==> config.mk <==
export PLATFORM = sky130hd
export DESIGN_NAME = pkt_fifo_writer
export DESIGN_NICKNAME = d
export VERILOG_FILES = /design/src/rtl/pkt_fifo_writer.sv
export SDC_FILE = /design/constraint.sdc
export NUM_CORES = 1
export LEC_CHECK = 0
export ABC_CLOCK_PERIOD_IN_PS = 1900
export BUFFER_PORTS_ARGS = -buffer_cell sky130_fd_sc_hd__buf_2
export CAP_MARGIN = 15
export CORE_ASPECT_RATIO = 1.25
export CORE_MARGIN = 1.5
export CORE_UTILIZATION = 30
export CTS_CLUSTER_SIZE = 20
export DETAILED_ROUTE_END_ITERATION = 8
export GPL_TIMING_DRIVEN = 1
export PLACE_DENSITY = 0.62
export RECOVER_POWER = 25
export REMOVE_ABC_BUFFERS = 1
export SYNTH_ARGS = -nofsm -noshare
export SYNTH_HDL_FRONTEND = slang
export SYNTH_SLANG_ARGS = --single-unit
==> constraint.sdc <==
create_clock -name clk_i -period 1.9 [get_ports clk_i]
set_clock_uncertainty 0.15 [all_clocks]
set_input_delay 0.38 -clock clk_i [delete_from_list [all_inputs] [get_ports clk_i]]
set_output_delay 0.38 -clock clk_i [all_outputs]
set_load 0.005 [all_outputs]
==> src/rtl/pkt_fifo_writer.sv <==
// Avalon-ST sink to FIFO write-port adapter: frames packets, reports each
// completed packet's word count and flags protocol/length errors.
module pkt_fifo_writer #(
    parameter int DWIDTH      = 32,
    parameter int AWIDTH      = 4,
    parameter int MAX_PKT_LEN = 16
) (
    input  logic              clk_i,
    input  logic              arst_ni,
    input  logic [DWIDTH-1:0] snk_data_i,
    input  logic              snk_startofpacket_i,
    input  logic              snk_endofpacket_i,
    input  logic              snk_valid_i,
    output logic              snk_ready_o,
    output logic [DWIDTH-1:0] fifo_data_o,
    output logic              fifo_wrreq_o,
    input  logic [AWIDTH:0]   fifo_usedw_i,
    output logic [AWIDTH:0]   pkt_len_o,
    output logic              pkt_len_valid_o,
    output logic              pkt_err_o
);

    localparam logic [1:0] IDLE = 2'd0;
    localparam logic [1:0] RECV = 2'd1;
    localparam logic [1:0] DROP = 2'd2;

    localparam logic [AWIDTH+1:0] DEPTH   = (AWIDTH+2)'(2**AWIDTH);
    localparam logic [AWIDTH:0]   MAX_LEN = (AWIDTH+1)'(MAX_PKT_LEN);
    localparam logic [AWIDTH:0]   ONE     = (AWIDTH+1)'(1);

    logic [1:0]        state_q, state_d;
    logic [AWIDTH:0]   cnt_q, cnt_d;
    logic [AWIDTH:0]   len_d;
    logic [AWIDTH+1:0] fill;
    logic              accept;
    logic              wr_d;
    logic              done_d;
    logic              err_d;

    // The registered write still in flight is not yet visible in usedw.
    assign fill        = {1'b0, fifo_usedw_i} + {{(AWIDTH+1){1'b0}}, fifo_wrreq_o};
    assign snk_ready_o = (state_q == DROP) || (fill < DEPTH);
    assign accept      = snk_valid_i && snk_ready_o;

    always_comb begin
        state_d = state_q;
        cnt_d   = cnt_q;
        len_d   = '0;
        wr_d    = 1'b0;
        done_d  = 1'b0;
        err_d   = 1'b0;
        if (accept) begin
            if (state_q == DROP) begin
                if (snk_endofpacket_i) state_d = IDLE;
            end else if (snk_startofpacket_i) begin
                // A sop inside an open packet abandons it and restarts.
                err_d   = (state_q == RECV);
                wr_d    = 1'b1;
                cnt_d   = ONE;
                done_d  = snk_endofpacket_i;
                len_d   = ONE;
                state_d = snk_endofpacket_i ? IDLE : RECV;
            end else if (state_q == IDLE) begin
                err_d = 1'b1;
            end else if (cnt_q >= MAX_LEN) begin
                // Oversized packet: discard the rest up to its eop.
                err_d   = 1'b1;
                state_d = snk_endofpacket_i ? IDLE : DROP;
            end else begin
                wr_d    = 1'b1;
                cnt_d   = cnt_q + ONE;
                done_d  = snk_endofpacket_i;
                len_d   = cnt_q + ONE;
                if (snk_endofpacket_i) state_d = IDLE;
            end
        end
    end

    always_ff @(posedge clk_i or negedge arst_ni) begin
        if (!arst_ni) begin
            state_q         <= IDLE;
            cnt_q           <= '0;
            fifo_wrreq_o    <= 1'b0;
            fifo_data_o     <= '0;
            pkt_len_o       <= '0;
            pkt_len_valid_o <= 1'b0;
            pkt_err_o       <= 1'b0;
        end else begin
            state_q         <= state_d;
            cnt_q           <= cnt_d;
            fifo_wrreq_o    <= wr_d;
            pkt_len_valid_o <= done_d;
            pkt_err_o       <= err_d;
            if (wr_d)   fifo_data_o <= snk_data_i;
            if (done_d) pkt_len_o   <= len_d;
        end
    end

endmodule

**Word-level counts from Yosys, hierarchy flattened**

Cells that the tools add are included.

- Register bits after elaboration: 47
- Bits of input ports: 42
- Output and inout port bits: 41
- Logic and storage cells: 52

- Add/subtract/negate cells: 2
- $lt $le $gt $ge: 2
- Equality and inequality tests: 5
- Multiplexer cells: 30
- Bitwise gates (word level): 1
- Reductions and logical operators: 5

Operator list:

| kind | count |
|---|---|
| two-way mux 5 bit | 8 |
| two-way mux 1 bit | 16 |
| two-way mux 2 bit | 6 |
| adder 5 x 1 -> 6 bit | 1 |
| < comparator 6 x 5 -> 1 bit (second input constant) | 1 |
| adder 5 x 1 -> 5 bit (second input constant) | 1 |
| >= comparator 5 bit (second input constant) | 1 |
| != test 2 bit (second input constant) | 2 |
| AND reduction 4 bit | 1 |
| != test 3 bit (second input constant) | 1 |
| == test 2 x 1 -> 1 bit (second input constant) | 1 |
| == test 2 bit (second input constant) | 1 |
| zero test 2 bit | 1 |
| AND reduction 2 bit | 1 |
| logical AND 1 bit | 1 |
| logical OR 1 bit | 1 |
| NOT 1 bit | 1 |

**Longest topological paths before layout**

Gate-level depths: netlist of run 1.

- Depth in word-level cells: 6
- Mapped depth: 6
- Mapped depth without buffers: 5

**Least setup slack after synthesis of run 1**

No wires, ideal clock.

- Path type: register to register
- Start point: register fifo_wrreq_o
- End point: register fifo_data_o[0]
- Setup time: 0.125 ns
- Arrival time: 1.440 ns
- Data required time: 1.625 ns
- Setup slack: 0.185 ns
- Cell stages (with the launch flop): 7
- Buffers on the path: 1
- Clock period less this slack: 1.715 ns
- Path through: dfrtp_1 -> and4_4 -> a21boi_4 -> nand2_4 -> inv_8 -> buf_12 -> mux2_4

- Cells in the longest elaborated chain, start to end: 5

RTL lines:

| what | line | text |
|---|---|---|
| from (decl) | 16 | `output logic fifo_wrreq_o,` |
| from (signal assigned) | 91 | `fifo_wrreq_o <= wr_d;` |
| adder 5 x 1 -> 6 bit | 41 | `assign fill = {1'b0, fifo_usedw_i} + {{(AWIDTH+1){1'b0}}, fifo_wrreq_o};` |
| < comparator 6 x 5 -> 1 bit | 42 | `assign snk_ready_o = (state_q == DROP) \|\| (fill < DEPTH);` |
| logical OR 1 bit | 42 |  |
| logical AND 1 bit | 43 | `assign accept = snk_valid_i && snk_ready_o;` |
| two-way mux 1 bit | 52 | `if (accept) begin` |
| to (signal assigned) | 94 | `if (wr_d) fifo_data_o <= snk_data_i;` |
| to (decl) | 15 | `output logic [DWIDTH-1:0] fifo_data_o,` |

Every way passes these cells.
A chain may end at the register's enable or synchronous reset.

**Worst setup path in the final report of run 1**

- Start point: register fifo_wrreq_o
- End point: output snk_ready_o

- Cells in the longest elaborated chain, start to end: 3

RTL lines:

| what | line | text |
|---|---|---|
| adder 5 x 1 -> 6 bit | 41 |  |
| < comparator 6 x 5 -> 1 bit | 42 |  |
| logical OR 1 bit | 42 |  |
| to (decl) | 14 | `output logic snk_ready_o,` |

Every way passes these cells.

==> results.json, run 1 <==
{
  "synth_compound_area_share_pct": 6.57,
  "fillers": 672,
  "rows": 34,
  "drt-total-wl_mm": 4.08,
  "synthCells": 135,
  "yosys_warnings": 0,
  "cts-root-buf": "clkbuf_8",
  "path_clk_slew_ps": 80,
  "synth_area_leaders": "dfrtp_1, mux2_4, mux2_2",
  "ctsHoldBuffers": 1,
  "initialDrtViolationCount": 28,
  "synthAdderAreaFrac_pct": 1.17,
  "synthSimpleGateAreaFrac_pct": 7.15,
  "area.growth.synth_to_final_pct": 29.8,
  "synth_seq_area_share_pct": 55.1,
  "synth-xor-area-share_pct": 0.821,
  "finalHoldViolations": 0,
  "gr-total-overflow": 0,
  "grt_pass1_wl_mm": 6.76,
  "gp_congestion": 0.786,
  "grtUsageTotal_pct": 11.4,
  "place_area_um2": 2690,
  "period_minus_slack_ps": 1800,
  "cp_data_required_time_ps": 1370,
  "max_cap_violations": 0,
  "power_mw": 2.46,
  "end_kind": "output pin",
  "tightest_slew_ps": 632,
  "peakVddDrop_v": 0.000417,
  "viasPerCell": 4.43,
  "boundaryPins": 83,
  "async_flop_share_pct": 100,
  "arrival_ps": 1270,
  "finalMaxSlewViolations": 0,
  "outcome": "complete, no violations",
  "numCtsBuffers": 5,
  "ys_ff_latch": 47,
  "clk_path_buf_depth": 2,
  "die-height_um": 97.3,
  "cts_resized": 0,
  "start_util_pct": 30.8,
  "dp_hpwl_mm": 3.02,
  "die-width_um": 78.4,
  "clkSinkCount": 47,
  "antenna_left": 0,
  "relSlewSlack_pct": 57.9,
  "synth_top_cell_by_area": "dfrtp_1",
  "wire_per_inst_um": 12.7,
  "power_leakage_nw": 1.45,
  "port_buffers": 82,
  "grt_pass1_vias": 1478,
  "h-tree-depth": 2,
  "power_density_nw_per_um2": 889,
  "synth_top_family_by_area": "multiplexers",
  "synth_top_area_share_pct": 55.1,
  "fin_area_um2": 2770,
  "syn_area_um2": 2130,
  "firstDrtPassIters": 4,
  "rsz0062_at_grt": "false",
  "muxShareOfSynthArea_pct": 24.4,
  "setup_tns_ps": 0,
  "cp_max_fo": 3,
  "synth_cell_types": 33,
  "cts_tree": "built",
  "vias": 1421,
  "drc": 0,
  "startpoint_type": "flip-flop",
  "grt_max_degree": 48,
  "clk_latency_ps": 290,
  "criticalPathCategory": "flip-flop to output pin",
  "num_antenna_cells": 0,
  "synthFlopType": "dfrtp_1",
  "drive_gt1_share_pct": 65.4,
  "die_area_um2": 7630,
  "fmax_mhz": 556,
  "coreArea_um2": 6930,
  "syn_avg_cell_area_um2": 15.8,
  "setup_violations": 0,
  "hp-class": "primary input to flip-flop",
  "antenna_found_initial": 0,
  "postCtsSetupRepairBufs": 0,
  "num-nets-final": 274,
  "period_share_pct": 94.7,
  "synth_edf_count": 0
}
-- area by class of cell --
| cell class | instances | area [um2] | area share (%) |
|---|---|---|---|
| inverters | 6 | 30.0 | 1.08 |
| flip-flops and latches | 47 | 1180 | 42.5 |
| clock buffers | 7 | 76.3 | 2.76 |
| clock inverters | 1 | 5.00 | 0.181 |
| repair buffers | 92 | 513 | 18.5 |
| multi-input cells | 78 | 857 | 30.9 |
| well taps | 90 | 113 | 4.07 |
-- cells in the final DEF, fill, tap and decap left out, drive strengths merged, types with 2 or more instances in the layout --
cell type	count
buf	90
dfrtp	47
mux2	37
clkbuf	8
inv	6
and3	5
a21o	4
nor2	3
a31oi	3
nand2b	3
a21oi	2
nand3	2
nor4	2
ha	2
nand2	2
-- stage by stage --
stage	util, %	instances	hold slack [ps]	worst slack, ps
finish	39.9	321	161	99.9
global route	39.9	321	149	27.6
CTS	40.1	321	145	77.5
detailed placement	38.8	312	236	41.5
global placement	38.8	312	238	57.6
floorplan	-	131	-65.6	127
-- registers in the layout (all words and copies together) (netlist names) --
name,flops
pkt_len_valid_o,1
pkt_len_o,5
fifo_data_o,32
pkt_err_o,1
cnt_q,5
fifo_wrreq_o,1
state_q,2
-- cells by family after synthesis --
kind of cell    Yosys count
compound gates           16
xor+xnor                  2
fa+ha+maj                 2
buf+inv                  10
simple gates             21
mux                      37
flops                    47
-- metal layers --
layer / share of wire, % / up-vias / track usage [%]
li1: - / 664 / -
met1: 43 / 707 / 14.4
met2: 51 / 46 / 18.7
met3: 4.7 / 4 / 2.63
met4: 1.0 / 0 / 4.53
met5: 0 / - / 0
-- synthesized netlist by cell type (2+ instances only) --
master,n
a21o_2,4
a21oi_1,2
a31oi_1,3
and3_2,4
buf_12,3
dfrtp_1,47
ha_1,2
inv_1,5
mux2_2,9
mux2_4,28
nand2b_1,2
nand3_1,2
nor2_1,3
nor4_1,2
-- power by group --
group | switching [mW] | internal (mW)
sequential | 0.109 | 1.17
combinational | 0.218 | 0.390
clock | 0.316 | 0.259
total | 0.643 | 1.82
-- worst max-delay path, stage by stage, from the launching register on --
cell and delay [ps]:
dfrtp_1 380, and4_4 210, a21oi_1 170, nand2b_1 120, buf_2 100
-- path summary, 6_finish.rpt --
path	startpoint	endpoint	slack (ps)	cells after the start
worst max-delay path	fifo_wrreq_o	snk_ready_o	100	4
worst min-delay path	snk_data_i[22]	fifo_data_o[22]	160	2
worst max register to register	fifo_wrreq_o	pkt_len_o[0]	140	4
worst min register to register	fifo_data_o[1]	fifo_data_o[1]	360	1
max in group asynchronous	arst_ni	fifo_data_o[2]	580	3
min in group asynchronous	arst_ni	fifo_data_o[7]	610	3
(Power assumes the default switching activity.)
==> run 2: changes to the inputs <==
CORE_UTILIZATION = 36   (was 30)
PLACE_DENSITY = 0.7   (was 0.62)
==> run 2 against run 1 <==
Compared with the run above:
- first-iteration DRC count grew 7.1%
- die area shrank 16%
- global-route usage grew 1.1 points
- maximum frequency grew 0.90%
- routed wire length shrank 6.4%
- count of clock-buffer cells in the layout shrank 1
- final cell count shrank 10%
- clock power shrank 5.7%
- combinational power shrank 3.8%
- critical endpoint is now fifo_data_o[27]
- highest routed layer unchanged
==> results.json, run 2 (same netlist as run 1, synthesis figures left out) <==
{
  "area.growth.synth_to_final_pct": 24.6,
  "reg.largest.list": "fifo_data_o (32), cnt_q (5), pkt_len_o (5)",
  "grt_max_degree": 48,
  "power_mw": 2.41,
  "die-width_um": 71.9,
  "die-height_um": 89.1,
  "num_antenna_cells": 0,
  "final_common_cell": "buf_2",
  "clk_latency_ps": 290,
  "coreArea_um2": 5740,
  "end_kind": "flip-flop",
  "numCtsBuffers": 5,
  "gp_congestion": 0.746,
  "finalHoldViolations": 0,
  "hp-class": "primary input to flip-flop",
  "layout_common_cells": "buf_2, dfrtp_1, mux2_4",
  "cpLargestDelayFamily": "flip-flops",
  "cp_max_fo": 34,
  "tightest_slew_ps": 1130,
  "clkSinkCount": 47,
  "power_leakage_nw": 1.41,
  "fmax_mhz": 561,
  "antenna_left": 0,
  "grt_pass1_vias": 1395,
  "initialDrtViolationCount": 30,
  "regMostFlops": "fifo_data_o",
  "period_minus_slack_ps": 1780,
  "slowest_stage": "dfrtp_1",
  "vias": 1404,
  "cp_data_required_time_ps": 1930,
  "peakVddDrop_v": 0.000506,
  "power_density_nw_per_um2": 907,
  "dp_hpwl_mm": 2.79,
  "boundaryPins": 83,
  "setup_violations": 0,
  "period_share_pct": 93.9,
  "gr-total-overflow": 0,
  "cts-root-buf": "clkbuf_8",
  "max_stage_delay_ps": 380,
  "fillers": 520,
  "crit_chain": "and4_4 -> a21boi_4 -> nand2_4 -> inv_8 -> mux2_2",
  "rsz0062_at_grt": "false",
  "h-tree-depth": 2,
  "grtUsageTotal_pct": 12.5,
  "criticalPathCategory": "flip-flop to flip-flop",
  "grt_pass1_wl_mm": 6.20,
  "port_buffers": 82,
  "drc": 0,
  "outcome": "complete, no violations",
  "clk_path_buf_depth": 2,
  "antenna_found_initial": 0,
  "rows": 31,
  "largest_reg_flops": 32,
  "path_buf_inv": 1,
  "drive_gt1_share_pct": 65.5,
  "wire_per_inst_um": 13.2,
  "startpoint_type": "flip-flop",
  "viasPerCell": 4.86,
  "relSlewSlack_pct": 24.6,
  "postCtsSetupRepairBufs": 0,
  "arrival_ps": 1810,
  "setup_tns_ps": 0,
  "firstDrtPassIters": 4,
  "drt-total-wl_mm": 3.82,
  "finalMaxSlewViolations": 0,
  "cts_tree": "built",
  "max_cap_violations": 0,
  "die_area_um2": 6400,
  "start_util_pct": 37.2,
  "num-nets-final": 268,
  "path_clk_slew_ps": 80
}
run 2: what timing repair did:
action | in CTS | in global routing
endpoints found under the setup margin | 0 | 1
hold buffers | 0 | 0
gates resized for setup | 0 | 1
endpoints found under the hold margin | 0 | 0
run 2: stage by stage:
stage | util, % | area, um2 | hold WS, ps | cells | setup slack (ps)
finish | 46.3 | 2660 | 162 | 289 | 116
detailed placement | 45.1 | 2590 | 337 | 283 | 12.3
floorplan | - | 2060 | -65.6 | 131 | 127
global route | 46.3 | 2660 | 150 | 289 | 31.1
global placement | 45.1 | 2590 | 339 | 283 | 37.7
CTS | 46.3 | 2660 | 42.9 | 289 | 48.1
run 2: final timing paths:
check | to | from | cells past startpoint | slack, ps
min reg2reg | pkt_len_o[3] | pkt_len_o[3] | 1 | 360
min in group asynchronous | cnt_q[1] | arst_ni | 2 | 230
min | fifo_data_o[15] | snk_data_i[15] | 2 | 160
max reg2reg | fifo_data_o[27] | fifo_wrreq_o | 5 | 120
max in group asynchronous | fifo_data_o[9] | arst_ni | 2 | 680
max | fifo_data_o[27] | fifo_wrreq_o | 5 | 120
run 2: layout make-up:
type	instances	area, um2	share of cell area, %
Clock buffer	6	72.6	2.73
Inverter	6	30.0	1.13
Multi-Input combinational cell	78	861	32.4
Sequential cell	47	1180	44.2
Tap cell	66	82.6	3.10
Timing Repair Buffer	86	438	16.5
run 2: power breakdown:
part           switching (mW)  internal, mW
Clock                   0.297         0.246
Sequential              0.113          1.17
Combinational           0.213         0.372
run 2: per-layer routing:
metal  part of all wire [%]  track usage [%]
met5                      0                0
met4                    1.1             4.63
met2                     47             21.4
met1                     44             14.9
met3                    7.4             4.06
==> run 3: changes to the inputs <==
ABC_CLOCK_PERIOD_IN_PS = 1600   (was 1900)
CORE_UTILIZATION = 43   (was 36)
PLACE_DENSITY = 0.83   (was 0.7)
clock period = 1.6 ns   (was 1.9 ns; I/O delays follow)
==> run 3 against run 2 <==
Compared with the run above:
- the flow now finishes with violations (negative setup slack)
- non-clock buffer count rose by 18
- combinational power rose by 44%
- hold slack got worse by 75 ps
- clock power rose by 27%
- sequential share of layout area fell by 4.8 points
- core utilization rose by 16 points
- flip-flop and latch count did not move
- critical path type unchanged
- critical endpoint is now fifo_data_o[19]
- largest power group unchanged
- highest routed layer unchanged
==> results.json, run 3 (same netlist as run 1, synthesis figures left out) <==
{
  "antenna_found_initial": 0,
  "gp_congestion": 0.820,
  "drt-total-wl_mm": 4.73,
  "largest_reg_flops": 32,
  "layout_common_cells": "buf_2, dfrtp_1, mux2_4",
  "fin_ws_ps": -109,
  "power_mw": 3.07,
  "hp-class": "primary input to flip-flop",
  "peakVddDrop_v": 0.000557,
  "power_density_nw_per_um2": 1030,
  "area.growth.synth_to_final_pct": 39.7,
  "reg2reg_slack_ps": -110,
  "cts-root-buf": "clkbuf_8",
  "drc": 0,
  "grt_pass1_wl_mm": 7.00,
  "dp_hpwl_mm": 3.32,
  "initialDrtViolationCount": 52,
  "start_util_pct": 44.8,
  "cp_data_required_time_ps": 1640,
  "cts_tree": "built",
  "clkSinkCount": 47,
  "finalHoldViolations": 0,
  "antenna_left": 0,
  "min-delay-start": "snk_data_i[31]",
  "reg.largest.list": "fifo_data_o (32), cnt_q (5), pkt_len_o (5)",
  "multiInputGateArea_um2": 935,
  "cp_max_fo": 7,
  "clk_latency_ps": 310,
  "clk_path_buf_depth": 2,
  "rows": 28,
  "startpoint_type": "flip-flop",
  "die-width_um": 66.0,
  "drive_gt1_share_pct": 68.3,
  "h-tree-depth": 2,
  "hold_end": "fifo_data_o[31]",
  "r2r_end": "fifo_data_o[19]",
  "num-nets-final": 286,
  "vias": 1510,
  "grt_pass1_vias": 1528,
  "relSlewSlack_pct": 57.4,
  "place_ws_ps": -256,
  "numCtsBuffers": 5,
  "r2r_cells": 6,
  "setup_violations": 38,
  "die_area_um2": 5400,
  "period_share_pct": 107,
  "viasPerCell": 4.98,
  "final_common_cell": "buf_2",
  "grtUsageTotal_pct": 17.2,
  "gr-total-overflow": 0,
  "rsz0062_at_grt": "true",
  "fmax_mhz": 585,
  "outcome": "finished with violations",
  "tightest_slew_ps": 640,
  "arrival_ps": 1750,
  "num_antenna_cells": 0,
  "port_buffers": 82,
  "dp.cells": 288,
  "power_leakage_nw": 1.56,
  "startpoint": "fifo_wrreq_o",
  "finalMaxSlewViolations": 0,
  "die-height_um": 81.8,
  "firstDrtPassIters": 3,
  "fillers": 384,
  "r2r_start": "fifo_wrreq_o",
  "max_cap_violations": 0,
  "coreArea_um2": 4760,
  "regMostFlops": "fifo_data_o",
  "holdPathStages": 2,
  "seq_area_um2": 1180,
  "criticalPathCategory": "flip-flop to flip-flop",
  "violations": "negative setup slack",
  "period_minus_slack_ps": 1710,
  "grt_max_degree": 48,
  "path_clk_slew_ps": 90,
  "final_cell_count_no_fill": 303,
  "setup_tns_ps": -2980,
  "boundaryPins": 83,
  "wire_per_inst_um": 15.6,
  "end_kind": "flip-flop"
}
run 3: critical path, cell delays in order, from the launching register on:
cell	delay (ps)
dfrtp_1	390
and4_4	170
a21boi_4	220
nand2_4	100
clkinv_8	110
clkbuf_16	160
mux2_4	300
run 3: final cells by class:
class,count,area share (%)
clock buffers,7,2.56
clock inverters,1,0.168
inverters,6,1.17
multi-input cells,78,31.3
flip-flops and latches,47,39.4
well taps,60,2.52
repair buffers,104,22.8
run 3: power breakdown:
part           leakage (nW)  switching (mW)  total (mW)  internal (mW)
combinational         0.940           0.306       0.845          0.539
clock                0.0422           0.384       0.691          0.307
sequential            0.575           0.139        1.53           1.39
run 3: stage by stage:
step / hold WS (ps) / area, um2 / util (%)
after detailed placement: 170 / 2710 / 56.9
after floorplan: -126 / 2060 / -
after global placement: 172 / 2710 / 56.9
final: 87.8 / 2980 / 62.6
after CTS: 84.1 / 2860 / 60.0
after global routing: 78.6 / 2980 / 62.6
run 3: repair_timing:
action	in CTS	in global routing
hold buffers	1	0
setup buffers	2	1
pin swaps	4	1
gates cloned	0	3
setup endpoints to repair	38	40
endpoints found under the hold margin	47	0
resized for setup	11	9
run 3: metal layers:
layer	up-vias	wire length [um]	track usage [%]
met5	-	0	0
met4	0	70	6.12
met3	7	253	4.38
met2	55	2590	30.7
met1	754	1810	20.0
li1	694	-	-
run 3: worst max path at each step:
stage | cells past startpoint | endpoint | slack (ps)
6_report | 6 | fifo_data_o[19] | -110
5_1_grt | 4 | snk_ready_o | -170
4_1_cts | 4 | snk_ready_o | -100
3_5_place_dp | 5 | pkt_len_o[2] | -260
3_3_place_gp | 5 | pkt_len_o[3] | -180
2_1_floorplan | 5 | fifo_data_o[24] | -170
